===== src/rtl/tpu_tile_sequencer.sv =====
// tpu_tile_sequencer
// Runs one matrix-tile pass: pops a weight set from the Weight FIFO, holds the
// systolic weight-reload strobe, streams N activation-row addresses into the
// Unified Buffer, then writes each result row into the Results SRAM PIPE_LAT
// cycles after its address was issued. Every output comes straight from a flop.
module tpu_tile_sequencer #(
  parameter int ADDRESSSIZE = 10,
  parameter int WRL_CYCLES  = 8,
  parameter int PIPE_LAT    = 16
) (
  input  logic                   clk,
  input  logic                   rstn,
  input  logic                   start,
  input  logic                   abort,
  input  logic [ADDRESSSIZE-1:0] ub_base,
  input  logic [ADDRESSSIZE-1:0] res_base,
  input  logic [ADDRESSSIZE-1:0] num_rows,
  input  logic                   fifo_empty,
  output logic                   fifo_read_enable,
  output logic                   we_rl,
  output logic [ADDRESSSIZE-1:0] ub_addr,
  output logic                   ub_rd,
  output logic                   res_we,
  output logic [ADDRESSSIZE-1:0] res_addr,
  output logic                   busy,
  output logic                   done,
  output logic                   err
);

  // One counter serves both the reload hold and the stream row index, so it
  // must be wide enough for whichever of the two is larger.
  localparam int WRL_W = $clog2(WRL_CYCLES) + 1;
  localparam int CNT_W = (ADDRESSSIZE > WRL_W) ? ADDRESSSIZE : WRL_W;

  localparam logic [CNT_W-1:0]       C_ONE    = {{(CNT_W-1){1'b0}}, 1'b1};
  localparam logic [ADDRESSSIZE-1:0] A_ONE    = {{(ADDRESSSIZE-1){1'b0}}, 1'b1};
  localparam logic [CNT_W-1:0]       WRL_LAST = CNT_W'(WRL_CYCLES - 1);

  typedef enum logic [2:0] {
    S_IDLE   = 3'd0,
    S_LOAD_W = 3'd1,
    S_RELOAD = 3'd2,
    S_STREAM = 3'd3,
    S_DRAIN  = 3'd4,
    S_DONE   = 3'd5
  } state_t;

  // Registered state and outputs
  state_t                 r_state;
  logic [CNT_W-1:0]       r_cnt;
  logic [ADDRESSSIZE-1:0] r_n;
  logic [ADDRESSSIZE-1:0] r_ub_addr;
  logic [ADDRESSSIZE-1:0] r_res_addr;
  logic                   r_fre;
  logic                   r_we_rl;
  logic                   r_ub_rd;
  logic                   r_done;
  logic                   r_err;
  logic                   r_busy;
  // Valid delay line: bit j holds ub_rd delayed by j+1 cycles; the top bit is
  // the result write enable itself.
  logic [PIPE_LAT-1:0]    r_dly;

  // Next-state values
  state_t                 w_state_next;
  logic [CNT_W-1:0]       w_cnt_next;
  logic [ADDRESSSIZE-1:0] w_n_next;
  logic [ADDRESSSIZE-1:0] w_ub_addr_next;
  logic [ADDRESSSIZE-1:0] w_res_addr_next;
  logic                   w_fre_next;
  logic                   w_we_rl_next;
  logic                   w_ub_rd_next;
  logic                   w_done_next;
  logic                   w_err_next;
  logic                   w_busy_next;
  logic [PIPE_LAT-1:0]    w_dly_next;
  logic [PIPE_LAT-1:0]    w_dly_shift;
  logic [CNT_W-1:0]       w_last_row;

  assign w_last_row = CNT_W'(r_n) - C_ONE;

  generate
    if (PIPE_LAT == 1) begin : g_dly_single
      assign w_dly_shift = r_ub_rd;
    end else begin : g_dly_multi
      assign w_dly_shift = {r_dly[PIPE_LAT-2:0], r_ub_rd};
    end
  endgenerate

  // Next-state and next-output logic; outputs are computed one cycle ahead so
  // they can be registered without adding latency to the reference timeline.
  always_comb begin
    w_state_next    = r_state;
    w_cnt_next      = r_cnt;
    w_n_next        = r_n;
    w_ub_addr_next  = r_ub_addr;
    w_res_addr_next = r_res_addr;
    w_fre_next      = 1'b0;
    w_we_rl_next    = 1'b0;
    w_ub_rd_next    = 1'b0;
    w_done_next     = 1'b0;
    w_err_next      = 1'b0;
    w_dly_next      = w_dly_shift;

    // Result address walks forward once per issued write.
    if (r_dly[PIPE_LAT-1]) begin
      w_res_addr_next = r_res_addr + A_ONE;
    end

    case (r_state)
      S_IDLE: begin
        if (start) begin
          if (num_rows == '0) begin
            w_err_next = 1'b1;
          end else begin
            w_state_next    = S_LOAD_W;
            w_n_next        = num_rows;
            w_ub_addr_next  = ub_base;
            w_res_addr_next = res_base;
            w_cnt_next      = '0;
            w_fre_next      = ~fifo_empty;
          end
        end
      end
      S_LOAD_W: begin
        // The pop happens in the cycle r_fre is high; leave right after it.
        if (r_fre) begin
          w_state_next = S_RELOAD;
          w_we_rl_next = 1'b1;
          w_cnt_next   = '0;
        end else begin
          w_fre_next = ~fifo_empty;
        end
      end
      S_RELOAD: begin
        if (r_cnt == WRL_LAST) begin
          w_state_next = S_STREAM;
          w_ub_rd_next = 1'b1;
          w_cnt_next   = '0;
        end else begin
          w_we_rl_next = 1'b1;
          w_cnt_next   = r_cnt + C_ONE;
        end
      end
      S_STREAM: begin
        if (r_cnt == w_last_row) begin
          w_state_next = S_DRAIN;
        end else begin
          w_ub_rd_next   = 1'b1;
          w_ub_addr_next = r_ub_addr + A_ONE;
          w_cnt_next     = r_cnt + C_ONE;
        end
      end
      S_DRAIN: begin
        // Once nothing remains in flight after this edge, the current write
        // (if any) is the last one.
        if (w_dly_shift == '0) begin
          w_state_next = S_DONE;
          w_done_next  = 1'b1;
        end
      end
      S_DONE: begin
        w_state_next = S_IDLE;
      end
      default: begin
        w_state_next = S_IDLE;
      end
    endcase

    // Abort overrides everything, including a simultaneous start.
    if (abort) begin
      w_state_next = S_IDLE;
      w_cnt_next   = '0;
      w_fre_next   = 1'b0;
      w_we_rl_next = 1'b0;
      w_ub_rd_next = 1'b0;
      w_done_next  = 1'b0;
      w_err_next   = 1'b0;
      w_dly_next   = '0;
    end

    w_busy_next = (w_state_next != S_IDLE);
  end

  // State, counters, delay line and output registers.
  always_ff @(posedge clk or negedge rstn) begin
    if (!rstn) begin
      r_state    <= S_IDLE;
      r_cnt      <= '0;
      r_n        <= '0;
      r_ub_addr  <= '0;
      r_res_addr <= '0;
      r_fre      <= 1'b0;
      r_we_rl    <= 1'b0;
      r_ub_rd    <= 1'b0;
      r_done     <= 1'b0;
      r_err      <= 1'b0;
      r_busy     <= 1'b0;
      r_dly      <= '0;
    end else begin
      r_state    <= w_state_next;
      r_cnt      <= w_cnt_next;
      r_n        <= w_n_next;
      r_ub_addr  <= w_ub_addr_next;
      r_res_addr <= w_res_addr_next;
      r_fre      <= w_fre_next;
      r_we_rl    <= w_we_rl_next;
      r_ub_rd    <= w_ub_rd_next;
      r_done     <= w_done_next;
      r_err      <= w_err_next;
      r_busy     <= w_busy_next;
      r_dly      <= w_dly_next;
    end
  end

  assign fifo_read_enable = r_fre;
  assign we_rl            = r_we_rl;
  assign ub_addr          = r_ub_addr;
  assign ub_rd            = r_ub_rd;
  assign res_we           = r_dly[PIPE_LAT-1];
  assign res_addr         = r_res_addr;
  assign busy             = r_busy;
  assign done             = r_done;
  assign err              = r_err;

endmodule


===== config.mk =====
export PLATFORM = sky130hd
export DESIGN_NAME = tpu_tile_sequencer
export DESIGN_NICKNAME = d
export VERILOG_FILES = /design/src/rtl/tpu_tile_sequencer.sv
export SDC_FILE = /design/constraint.sdc
export NUM_CORES = 1
export LEC_CHECK = 0
export ABC_AREA = 1
export CAP_MARGIN = 20
export CORE_UTILIZATION = 54
export DETAILED_ROUTE_END_ITERATION = 7
export GPL_TIMING_DRIVEN = 0
export PLACE_DENSITY = 0.87
export SLEW_MARGIN = 20
export SYNTH_ARGS = -nofsm -noshare
export SYNTH_HDL_FRONTEND = slang
export SYNTH_SLANG_ARGS = --single-unit
export TNS_END_PERCENT = 10

===== constraint.sdc =====
create_clock -name clk -period 2.73 [get_ports clk]
set_input_delay 0.546 -clock clk [delete_from_list [all_inputs] [get_ports clk]]
set_output_delay 0.546 -clock clk [all_outputs]
set_load 0.02 [all_outputs]

==> summary.md, run 1 <==
| Metric | Value |
|---|---|
| Outcome | `finished clean` |
| GRT Total Usage | `0.275` |
| Root Buffer | `clkbuf_8` |
| Slowest-stage cell, CP | `clkdlybuf4s50_1` |
| Peak supply drop | `421 uV` |
| Rel. slew slack | `0.450` |
| Layout cell share with drive strength beyond 1 | `0.0849` |
| Finished Layout Cells | `654` |
| Top-area cell type share of the netlist area | `0.437` |
| Fmax | `approximately 430 MHz` |
| Multiplexer area fraction after synthesis | `0` |
| Hold WC Path Type | `in -> async` |
| TritonCTS Buffers | `9` |
| DRT antenna net count | `0` |
| Top Ports | `62` |
| Warnings, synthesis | `0` |
| RSZ-0062 raised after global routing | `false` |
| Routed via count | `~3600` |
| Met1 Track Usage GR | `0.338` |
| Routed WL | `9.06 mm` |
| DRT iter0 DRCs | `274` |
| # rows | `29` |
| Seq cells post-synth | `between 60 and 70` |
| Most common cell after layout, fill and taps aside | `nand2_1` |
| CP arrival | `2540 ps` |
| First-pass iteration count of the detailed router | `5` |
| Drc violations | `0` |
| Clock Skew | `10.3 ps` |
| First-pass GRT wire length | `15.6 mm` |
| Grt ovf | `0` |
| Hold buffer count at CTS | `0` |
| Worst-Margin Slew | `818 ps` |
| Largest family of logic cells by synthesized area | `simple AND/OR/NAND/NOR gates` |
| Core ar. | `6490 um^2` |
| Synth Area in XOR/XNOR | `0.0377` |
| Slew Limit Fails | `0` |
| Synthesized area per cell | `7.44 um^2` |
| Die H | `85.0 um` |
| Most numerous cell on the critical path | `nand2_1` |
| Most frequent cells in the layout | `nand2_1, inv_1, dfrtp_1` |
| CTS resizes | `0` |
| Clock sinks | `65` |
| Post-DP Area | `about 4400 um^2` |
| Dpl hpwl | `6.80 mm` |
| Worst-Skew Late Latency | `340 ps` |
| Inst Count DP | `639` |
| Sequential share of the synthesized area | `0.437` |
| Ant diodes | `0` |
| Req. time, crit path | `2920 ps` |
| CP Buf/Inv Count | `3` |
| Final setup fails | `0` |
| Post-synthesis cell type count | `37` |
| Final Cell Area | `4610 um^2` |
| Post-CTS Setup Bufs | `0` |
| Final Core Density | `0.710` |
| Final Cycle Share | `0.862` |
| Post-Syn Area | `3720 um^2` |
| Routability-driven placement congestion ratio | `~0.91` |
| CP startpoint kind | `input pin` |
| Crit-path max FO | `10` |
| Critical path class | `in -> reg` |
| Clock buffer depth | `2` |
| DR WL/cell | `13.9 um` |
| LEAKAGE | `0.00225 uW` |
| Minimum clock period | `2350 ps` |
| Antenna violations before repair | `0` |
| Area Overhead vs Synth | `24.0%` |
| Mapped Cells | `500` |
| Area fraction in compound gates after synthesis | `0.0851` |
| Via count of the first global-routing pass | `3490` |
| Largest cells by area after synthesis | `dfrtp_1, nand2_1, inv_1, nand3_1, nor2_1` |
| Synth Area in Simple Gates | `0.331` |
| Total Die Area | `~7200 um^2` |
| Post-synth top area cell | `dfrtp_1` |
| Vias per inst | `5.44` |
| Clk slew on worst S/H paths | `~70 ps` |
| Max_cap viols | `0` |
| Max incr delay on CP | `420 ps` |
| Die Span X | `85.0 um` |
| Starting Density | `0.573` |
| Final hold vios | `0` |
| Met2 usage | `0.463` |
| Largest net degree at the start of global routing | `39` |
| Number of nets in the layout | `612` |
| Mapped Nets | `539` |
| Synth Area in Adders | `0.0135` |
| CTS tree | `built` |
| H-tree Lvls | `3` |
| GRT busiest layer | `met2` |
| I/O Buffers | `61` |
| PwrDens | `between 500 and 600 nW/um^2` |
| Worst path cell trace | `clkdlybuf4s50_1, nor4_1, nand3_1, nand2_1, inv_1, clkbuf_1, nand2_1, o21ai_0` |
| Worst setup EP type | `register` |
| Cell class contributing the biggest share of worst-path delay | `simple AND/OR/NAND/NOR gates` |
| GR met3 Demand/Resource | `0.0749` |
[cells by family after synthesis]
group | Yosys count
AND/OR/NAND/NOR | 276
buffers and inverters | 86
flip-flops | 65
AO/OA/AOI/OAI | 53
XOR/XNOR | 16
adder cells (fa/ha/maj) | 4
[where the power goes]
group / switching [uW] / internal [uW]
clock: 387 / 326
combinational: 431 / 316
sequential: 97.7 / 1050
[path summary, 6_finish.rpt]
path | from | endpoint | slack, ps | cells past startpoint
min reg2reg | r_dly[10]$_DFF_PN0_ | r_dly[11]$_DFF_PN0_ | 490 | 2
min in group clk | r_dly[10]$_DFF_PN0_ | r_dly[11]$_DFF_PN0_ | 490 | 2
max reg2reg | r_n[0]$_DFFE_PN0P_ | ub_addr[1]$_DFFE_PN0P_ | 390 | 14
max | num_rows[7] | res_addr[0]$_DFF_PN0_ | 380 | 8
max in group asynchronous | rstn | res_addr[0]$_DFF_PN0_ | 2110 | 2
min | rstn | r_n[8]$_DFFE_PN0P_ | 110 | 1
[cell type report]
class	instances	area (um^2)
sequential	65	1630
multi-input combinational	349	1740
timing repair buffer	62	628
inverter	73	288
fill	508	1880
clock inverter	6	45.0
tap	77	96.3
buffer	13	68.8
clock buffer	9	124
[cell usage after synthesis, drive strengths merged]
cell and count:
a2111oi 2, a211oi 1, a21oi 12, a31oi 2, and3 2, buf 4
bufinv 1, clkbuf 9, dfrtp 65, ha 4, inv 72, nand2 146
nand3 43, nand3b 1, nand4 7, nor2 58, nor3 9, nor3b 1
nor4 8, o21a 1, o21ai 31, o31ai 4, or2 1, xnor2 6
xor2 10
[flip-flops by register name (all words and copies together), names as in the netlist]
signal and cells:
busy 1, res_addr 10, done 1, r_cnt 10
ub_rd 1, r_state 3, r_dly 16, err 1
we_rl 1, fifo_read_enable 1, r_n 10, ub_addr 10
[per-stage QoR]
step / total power, uW / worst slack, ps / setup TNS [ps] / hold WS, ps
4_1_cts: 2620 / 408 / 0 / 114
3_3_place_gp: 1870 / -954 / -61810 / 467
6_report: 2610 / 378 / 0 / 110
2_1_floorplan: 1600 / 793 / 0 / 250
3_5_place_dp: 1900 / 59.0 / 0 / 480
5_1_grt: 2750 / 216 / 0 / 119
[worst register-to-register path, delay by kind of cell (launching register included)]
family | cells | cell delay, ps
AOI/OAI and AO/OA | 1 | 130
adders and majority gates | 1 | 270
buffers and inverters | 2 | 380
DFF | 1 | 380
and+or+nand+nor | 10 | 1090
[metal layers]
layer / part of all wire / routed length (um) / vias to the layer above
met5: 0 / 0 / -
met4: 0.019 / 171 / 0
met3: 0.043 / 391 / 21
met2: 0.51 / 4630 / 103
met1: 0.43 / 3860 / 1699
li1: - / - / 1736
No activity file was read; power rests on OpenSTA's default activity.
==> inputs of run 2 (changes only) <==
==> config.mk (replaced) <==
export PLATFORM = sky130hd
export DESIGN_NAME = tpu_tile_sequencer
export DESIGN_NICKNAME = d
export VERILOG_FILES = /design/src/rtl/tpu_tile_sequencer.sv
export SDC_FILE = /design/constraint.sdc
export NUM_CORES = 1
export LEC_CHECK = 0
export CAP_MARGIN = 20
export CORE_UTILIZATION = 48
export DETAILED_ROUTE_END_ITERATION = 7
export GPL_TIMING_DRIVEN = 0
export PLACE_DENSITY = 0.83
export SLEW_MARGIN = 20
export SYNTH_ARGS = -nofsm -noshare
export SYNTH_HDL_FRONTEND = slang
export SYNTH_SLANG_ARGS = --single-unit
export TNS_END_PERCENT = 50
==> constraint.sdc (replaced) <==
create_clock -name clk -period 1.9 [get_ports clk]
set_input_delay 0.38 -clock clk [delete_from_list [all_inputs] [get_ports clk]]
set_output_delay 0.38 -clock clk [all_outputs]
set_load 0.02 [all_outputs]
==> run 2 against run 1 <==
Effect of this change:
- the run now ends with negative setup slack left
- flip-flop and latch count is the same
- register-to-register slack lost 980 ps
- count of clock-buffer cells in the layout is the same
- critical endpoint is now ub_addr[3]$_DFFE_PN0P_
- largest cell class unchanged
==> summary.md, run 2 <==
| Metric | Value |
|---|---|
| Failing checks | `negative setup slack` |
| Root Buffer | `clkbuf_8` |
| Asr flop ratio synth | `1.00 (unchanged)` |
| Most common cell after layout, fill and taps aside | `dfrtp_1` |
| Post-synth top area cell | `dfrtp_1` |
| Worst setup EP type | `register` |
| Final Cycle Share | `1.31` |
| Max incr delay on CP | `540 ps (+120 ps)` |
| Largest net degree at the start of global routing | `35 (-10%)` |
| Ys flop type | `dfrtp_1` |
| PwrDens | `850 nW/um^2 (+50%)` |
| Worst path cell trace | `or4_4, or2_4, a211o_1, a21oi_4, and2_4, o21ai_4, o221a_1` |
| Clk slew on worst S/H paths | `80 ps (about the same)` |
| Final hold vios | `0 (unchanged)` |
| Max_cap viols | `0 (unchanged)` |
| Hold WC Path Type | `reg -> reg` |
| Sequential share of the synthesized area | `0.468 (+0.0312)` |
| Routed via count | `3232 (-9.2%)` |
| Final setup fails | `46 (+46)` |
| Routed WL | `9.15 mm (+1.0%)` |
| Starting Density | `0.503 (-0.0700)` |
| Clock sinks | `65 (unchanged)` |
| DR WL met2 | `4.55 mm (-1.8%)` |
| Die H | `87.1 um (+2.4%)` |
| Worst-Margin Slew | `602 ps (-215 ps)` |
| TritonCTS Buffers | `9 (unchanged)` |
| Die Span X | `87.1 um (+2.4%)` |
| Dpl hpwl | `6.25 mm (-8.1%)` |
| First-pass GRT wire length | `14.6 mm (-6.4%)` |
| LEAKAGE | `0.00192 uW (-15%)` |
| Routed wl met3 | `460 um (+18%)` |
| GRT Total Usage | `0.251 (-0.0243)` |
| Via count of the first global-routing pass | `3064 (-12%)` |
| Post-synthesis cell type count | `60 (+62%)` |
| Cell class contributing the biggest share of worst-path delay | `simple AND/OR/NAND/NOR gates` |
| Slew Limit Fails | `0 (unchanged)` |
| Slowest-stage cell, CP | `or4_4` |
| Top Metal Used | `met4` |
| RSZ-0062 raised after global routing | `true` |
| # rows | `30 (+3.4%)` |
| DRT antenna net count | `0 (unchanged)` |
| CP Buf/Inv Count | `0 (-3)` |
| Antenna violations before repair | `0 (unchanged)` |
| Req. time, crit path | `2140 ps (-780 ps)` |
| Area Overhead vs Synth | `34.8%` |
| Worst-Skew Late Latency | `350 ps (about the same)` |
| First-pass iteration count of the detailed router | `5 (unchanged)` |
| Number of nets in the layout | `499 (-18%)` |
| Biggest register | `r_dly` |
| Routability-driven placement congestion ratio | `0.888 (-2.1%)` |
| Clock buffer depth | `2 (unchanged)` |
| Critical path class | `reg -> reg` |
| Core ar. | `6910 um^2 (+6.3%)` |
| Post-Syn Area | `3470 um^2 (-6.7%)` |
| DR WL/cell | `16.3 um (+18%)` |
| Most frequent cell after synthesis | `dfrtp_1` |
| Outcome | `finished, violations left` |
| Mapped Cells | `375 (-25%)` |
| Grt ovf | `0 (unchanged)` |
| CTS tree | `built` |
| Final Cell Area | `4680 um^2 (+1.5%)` |
| Warnings, synthesis | `0 (unchanged)` |
| CP arrival | `2730 ps (+190 ps)` |
| Minimum clock period | `2490 ps` |
| Rel. slew slack | `0.598 (+0.148)` |
| CP startpoint kind | `register` |
| Final Hold Slack | `502 ps (+392 ps)` |
| Vias per inst | `5.76 (+5.9%)` |
| Most frequent cells in the layout | `dfrtp_1, clkdlybuf4s50_1, nand2_1` |
| Top-area cell type share of the netlist area | `0.468 (+0.0312)` |
| Crit-path max FO | `6 (-4)` |
| Ant diodes | `0 (unchanged)` |
| Clock Skew | `8.53 ps (-1.73 ps)` |
| Max FFs per register | `16 (unchanged)` |
| Drc violations | `0 (unchanged)` |
| Largest cells by area after synthesis | `dfrtp_1, nand2_1, nor2b_1, xnor2_1, nand3_1` |
| Layout cell share with drive strength beyond 1 | `0.159 (+0.0742)` |
| Mapped Nets | `414 (-23%)` |
| Top Ports | `62 (unchanged)` |
| Post-DP Area | `4230 um^2 (-4.9%)` |
| Number of flops mapped to enable cells by yosys | `0 (unchanged)` |
| Seq cells post-synth | `65 (unchanged)` |
| Fillcell total | `534 (+5.1%)` |
| Post-synth top cells | `dfrtp_1, nand2_1, nor2_1` |
| Synthesized area per cell | `9.26 um^2 (+24%)` |
| Total Die Area | `7580 um^2 (+4.9%)` |
| Met1 WL | `3.99 mm (+3.3%)` |
| Tot Pwr | `3980 uW (+53%)` |
| Peak supply drop | `684 uV (+62%)` |
| DRT iter0 DRCs | `244 (-11%)` |
| H-tree Lvls | `3 (unchanged)` |
| Worst setup margin | `-591 ps (-969 ps)` |
| Fmax | `around 400 MHz` |
| I/O Buffers | `61 (unchanged)` |
## run 2: area by class of cell
cell class	instances	area [um^2]	area share
tap	96	120	0.0257
buffer	16	77.6	0.0166
inverter	10	37.5	0.00802
sequential	65	1630	0.348
multi-input combinational	284	1880	0.401
clock buffer	9	124	0.0265
timing repair buffer	74	728	0.156
clock inverter	7	83.8	0.0179
## run 2: through the flow
stage,utilization,setup TNS (ps),cells,setup slack [ps]
final,0.678,-15890,561,-591
after global placement,0.609,-139420,532,-1630
after CTS,0.664,-16450,559,-540
after global routing,0.678,-21250,561,-638
after floorplan,-,-8430,375,-413
after detailed placement,0.612,-34040,533,-925
## run 2: logic make-up (layout without fill, tap and decap cells)
kind of cell    Yosys count  count (layout)  share of synthesized area
compound gates           79              79                      0.168
xor+xnor                 18              18                     0.0454
fa+ha+maj                 5               5                     0.0173
buf+inv                  26             116                     0.0303
flops                    65              65                      0.468
mux                       2               2                    0.00577
simple gates            180             180                      0.265
## run 2: path summary, 6_finish.rpt
path | to | cells after the start | from | slack [ps]
setup reg to reg | ub_addr[3]$_DFFE_PN0P_ | 7 | r_n[4]$_DFFE_PN0P_ | -590
setup / recovery | ub_addr[3]$_DFFE_PN0P_ | 7 | r_n[4]$_DFFE_PN0P_ | -590
hold / removal | r_dly[8]$_DFF_PN0_ | 1 | r_dly[7]$_DFF_PN0_ | 500
hold reg to reg | r_dly[8]$_DFF_PN0_ | 1 | r_dly[7]$_DFF_PN0_ | 500
min in group asynchronous | ub_addr[3]$_DFFE_PN0P_ | 2 | rstn | 510
max in group asynchronous | r_n[2]$_DFFE_PN0P_ | 3 | rstn | 840
## run 2: what timing repair did
action / in CTS / in global routing
setup buffers: 8 / 2
gates resized for setup: 27 / 17
endpoints found under the hold margin: 33 / 0
setup endpoints to repair: 46 / 46
hold buffers: 1 / 0
cloned: 1 / 0
pin swaps: 19 / 9
## run 2: report_power, final
part / internal [uW] / switching [uW]
Clock: 628 / 605
Sequential: 1510 / 162
Combinational: 524 / 551
## run 2: per-layer routing
metal | vias up | track usage
met4 | 0 | 0.0727
met1 | 1569 | 0.331
met5 | - | 0
met2 | 131 | 0.417
met3 | 18 | 0.0540
li1 | 1514 | -
==> inputs of run 3 (changes only) <==
--- a/config.mk
+++ b/config.mk
@@ -6,10 +6,10 @@
 export NUM_CORES = 1
 export LEC_CHECK = 0
 export CAP_MARGIN = 20
-export CORE_UTILIZATION = 48
+export CORE_UTILIZATION = 53
 export DETAILED_ROUTE_END_ITERATION = 7
 export GPL_TIMING_DRIVEN = 0
-export PLACE_DENSITY = 0.83
+export PLACE_DENSITY = 0.86
 export SLEW_MARGIN = 20
 export SYNTH_ARGS = -nofsm -noshare
 export SYNTH_HDL_FRONTEND = slang
==> constraint.sdc (replaced) <==
create_clock -name clk -period 2.7 [get_ports clk]
set_input_delay 0.54 -clock clk [delete_from_list [all_inputs] [get_ports clk]]
set_output_delay 0.54 -clock clk [all_outputs]
set_load 0.02 [all_outputs]
==> run 3 against run 2 <==
Effect of this change:
- sequential power fell by 30%
- final area fell by 5.9%
- wire length fell by 9.8%
- first-iteration DRC count fell by 17%
- flip-flop and latch count did not move
- largest power group unchanged
- cell count fell by 5.5%
- the flow now finishes without violations
- die area fell by 9.2%
- via count fell by 2.8%
- global-route usage rose by 0.39 points
- count of clock-buffer cells in the layout did not move
- clock power fell by 33%
- setup slack improved by 670 ps
==> summary.md, run 3 (synthesis results as in run 2) <==
| Metric | Value |
|---|---|
| H-tree Lvls | `3 (unchanged)` |
| Peak supply drop | `536 uV (-22%)` |
| Req. time, crit path | `2940 ps (+800 ps)` |
| Worst setup EP type | `register` |
| Top Ports | `62 (unchanged)` |
| DRT iter0 DRCs | `203 (-17%)` |
| Area Overhead vs Synth | `26.8%` |
| Die Span X | `82.9 um (-4.7%)` |
| LEAKAGE | `0.00181 uW (-5.4%)` |
| Worst-Margin Slew | `555 ps (-47.8 ps)` |
| Dpl hpwl | `5.95 mm (-4.7%)` |
| Inst Count DP | `514 (-3.6%)` |
| Critical path class | `reg -> reg` |
| First-pass GRT wire length | `14.2 mm (-3.2%)` |
| Vias per inst | `5.93 (+2.9%)` |
| Routed via count | `3142 (-2.8%)` |
| Clock sinks | `65 (unchanged)` |
| Final hold vios | `0 (unchanged)` |
| Minimum clock period | `2620 ps (+127 ps)` |
| Hold WC Path Type | `in -> async` |
| CP arrival | `2850 ps (+120 ps)` |
| DRT antenna net count | `0 (unchanged)` |
| Max FFs per register | `16 (unchanged)` |
| Final Cycle Share | `0.970 (-0.342)` |
| Grt ovf | `0 (unchanged)` |
| Largest net degree at the start of global routing | `38 (+8.6%)` |
| Clock buffer depth | `2 (unchanged)` |
| Slew Limit Fails | `0 (unchanged)` |
| Number of nets in the layout | `487 (-2.4%)` |
| Footprint of the multi-input gates | `1750 um^2 (-7.0%)` |
| Most frequent cells in the layout | `dfrtp_1, clkdlybuf4s50_1, nand2_1` |
| RSZ-0062 raised after global routing | `false` |
| DR WL/cell | `15.6 um (-4.5%)` |
| Rel. slew slack | `0.630 (+0.0319)` |
| Routed WL | `8.26 mm (-9.8%)` |
| Most common cell after layout, fill and taps aside | `dfrtp_1` |
| R2R setup slack | `80 ps (+670 ps)` |
| Starting Density | `0.547 (+0.0441)` |
| Tot Pwr | `2670 uW (-33%)` |
| Fillcell total | `482 (-9.7%)` |
| Hold buffer count at CTS | `0 (-1)` |
| PwrDens | `606 nW/um^2 (-29%)` |
| CTS tree | `built` |
| Max_cap viols | `0 (unchanged)` |
| Crit-path max FO | `8 (+2)` |
| TritonCTS Buffers | `9 (unchanged)` |
| Core ar. | `6350 um^2 (-8.1%)` |
| I/O Buffers | `61 (unchanged)` |
| Root Buffer | `clkbuf_8` |
| Biggest register | `r_dly` |
| GRT Total Usage | `0.255 (+0.00394)` |
| First-pass iteration count of the detailed router | `6 (+1)` |
| Outcome | `finished clean` |
| Worst-Skew Late Latency | `350 ps (about the same)` |
| Antenna violations before repair | `0 (unchanged)` |
| Drc violations | `0 (unchanged)` |
| Fmax | `382 MHz (-4.8%)` |
| Finished Layout Cells | `530 (-5.5%)` |
| Clk slew on worst S/H paths | `80 ps (about the same)` |
| Routability-driven placement congestion ratio | `0.903 (+1.7%)` |
| Final setup fails | `0 (-100%)` |
| # rows | `29 (-3.3%)` |
| Via count of the first global-routing pass | `3044 (-0.65%)` |
| Final Hold Slack | `103 ps (-399 ps)` |
| Ant diodes | `0 (unchanged)` |
| Clock Skew | `11.5 ps (+2.94 ps)` |
| Die H | `82.9 um (-4.7%)` |
| CP startpoint kind | `register` |
| FF+latch area | `1630 um^2 (-0.23%)` |
| Total Die Area | `6880 um^2 (-9.2%)` |
| Layout cell share with drive strength beyond 1 | `0.0795 (-0.0797)` |
[run 3: cell count changes in the layout (fill, tap and decap cells not counted), sizes merged]
cell	previous run	this run
dlygate4sd3	1	0
inv	12	9
clkinvlp	1	3
buf	15	4
clkinv	3	4
[run 3: per-layer routing]
metal / part of all wire / global-route usage / up-vias / wire (um)
met4: 0.018 / 0.0831 / 0 / 151
met2: 0.48 / 0.410 / 111 / 3970
met1: 0.45 / 0.346 / 1526 / 3710
met3: 0.052 / 0.0537 / 15 / 427
li1: - / - / 1490 / -
met5: 0 / 0 / - / 0
[run 3: worst max-delay path, stage by stage, from the launching register on]
cell and delay, ps:
dfrtp_1 430, or3_1 460, or2_1 250, a2111o_1 490
a21oi_4 240, nand2_2 170, a41o_1 250, o221a_1 220
[run 3: layout make-up]
cell class	count	share of cell area
multi-input combinational	284	0.397
clock inverter	7	0.0162
sequential	65	0.369
timing repair buffer	62	0.143
buffer	16	0.0162
tap	77	0.0219
clock buffer	9	0.0281
inverter	10	0.00853
[run 3: worst paths after layout]
kind / from / endpoint / cells past startpoint
worst max-delay path: r_n[0]$_DFFE_PN0P_ / ub_addr[5]$_DFFE_PN0P_ / 7
worst min-delay path: rstn / r_n[0]$_DFFE_PN0P_ / 1
worst max register to register: r_n[0]$_DFFE_PN0P_ / ub_addr[5]$_DFFE_PN0P_ / 7
worst min register to register: r_dly[13]$_DFF_PN0_ / r_dly[14]$_DFF_PN0_ / 1
max in group asynchronous: rstn / fifo_read_enable$_DFF_PN0_ / 2
min in group clk: r_dly[13]$_DFF_PN0_ / r_dly[14]$_DFF_PN0_ / 1
[run 3: where the power goes]
part           total (uW)  switching (uW)  internal, uW
clock network         823             399           424
registers            1170             111          1060
logic                 673             352           321
total                2670             861          1810
[run 3: per-stage QoR]
stage                util  TNS [ps]  setup slack, ps  area (um^2)
CTS                 0.692         0             30.7         4390
global route        0.693         0             6.27         4400
finish              0.693         0             81.9         4400
floorplan               -         0              330         3470
global placement    0.658    -72760            -1040         4180
detailed placement  0.661     -5260             -250         4200
[run 3: repair_timing]
item | CTS | global route
setup endpoints to repair | 0 | 28
gates resized for setup | 0 | 8
buffers inserted | 0 | 0
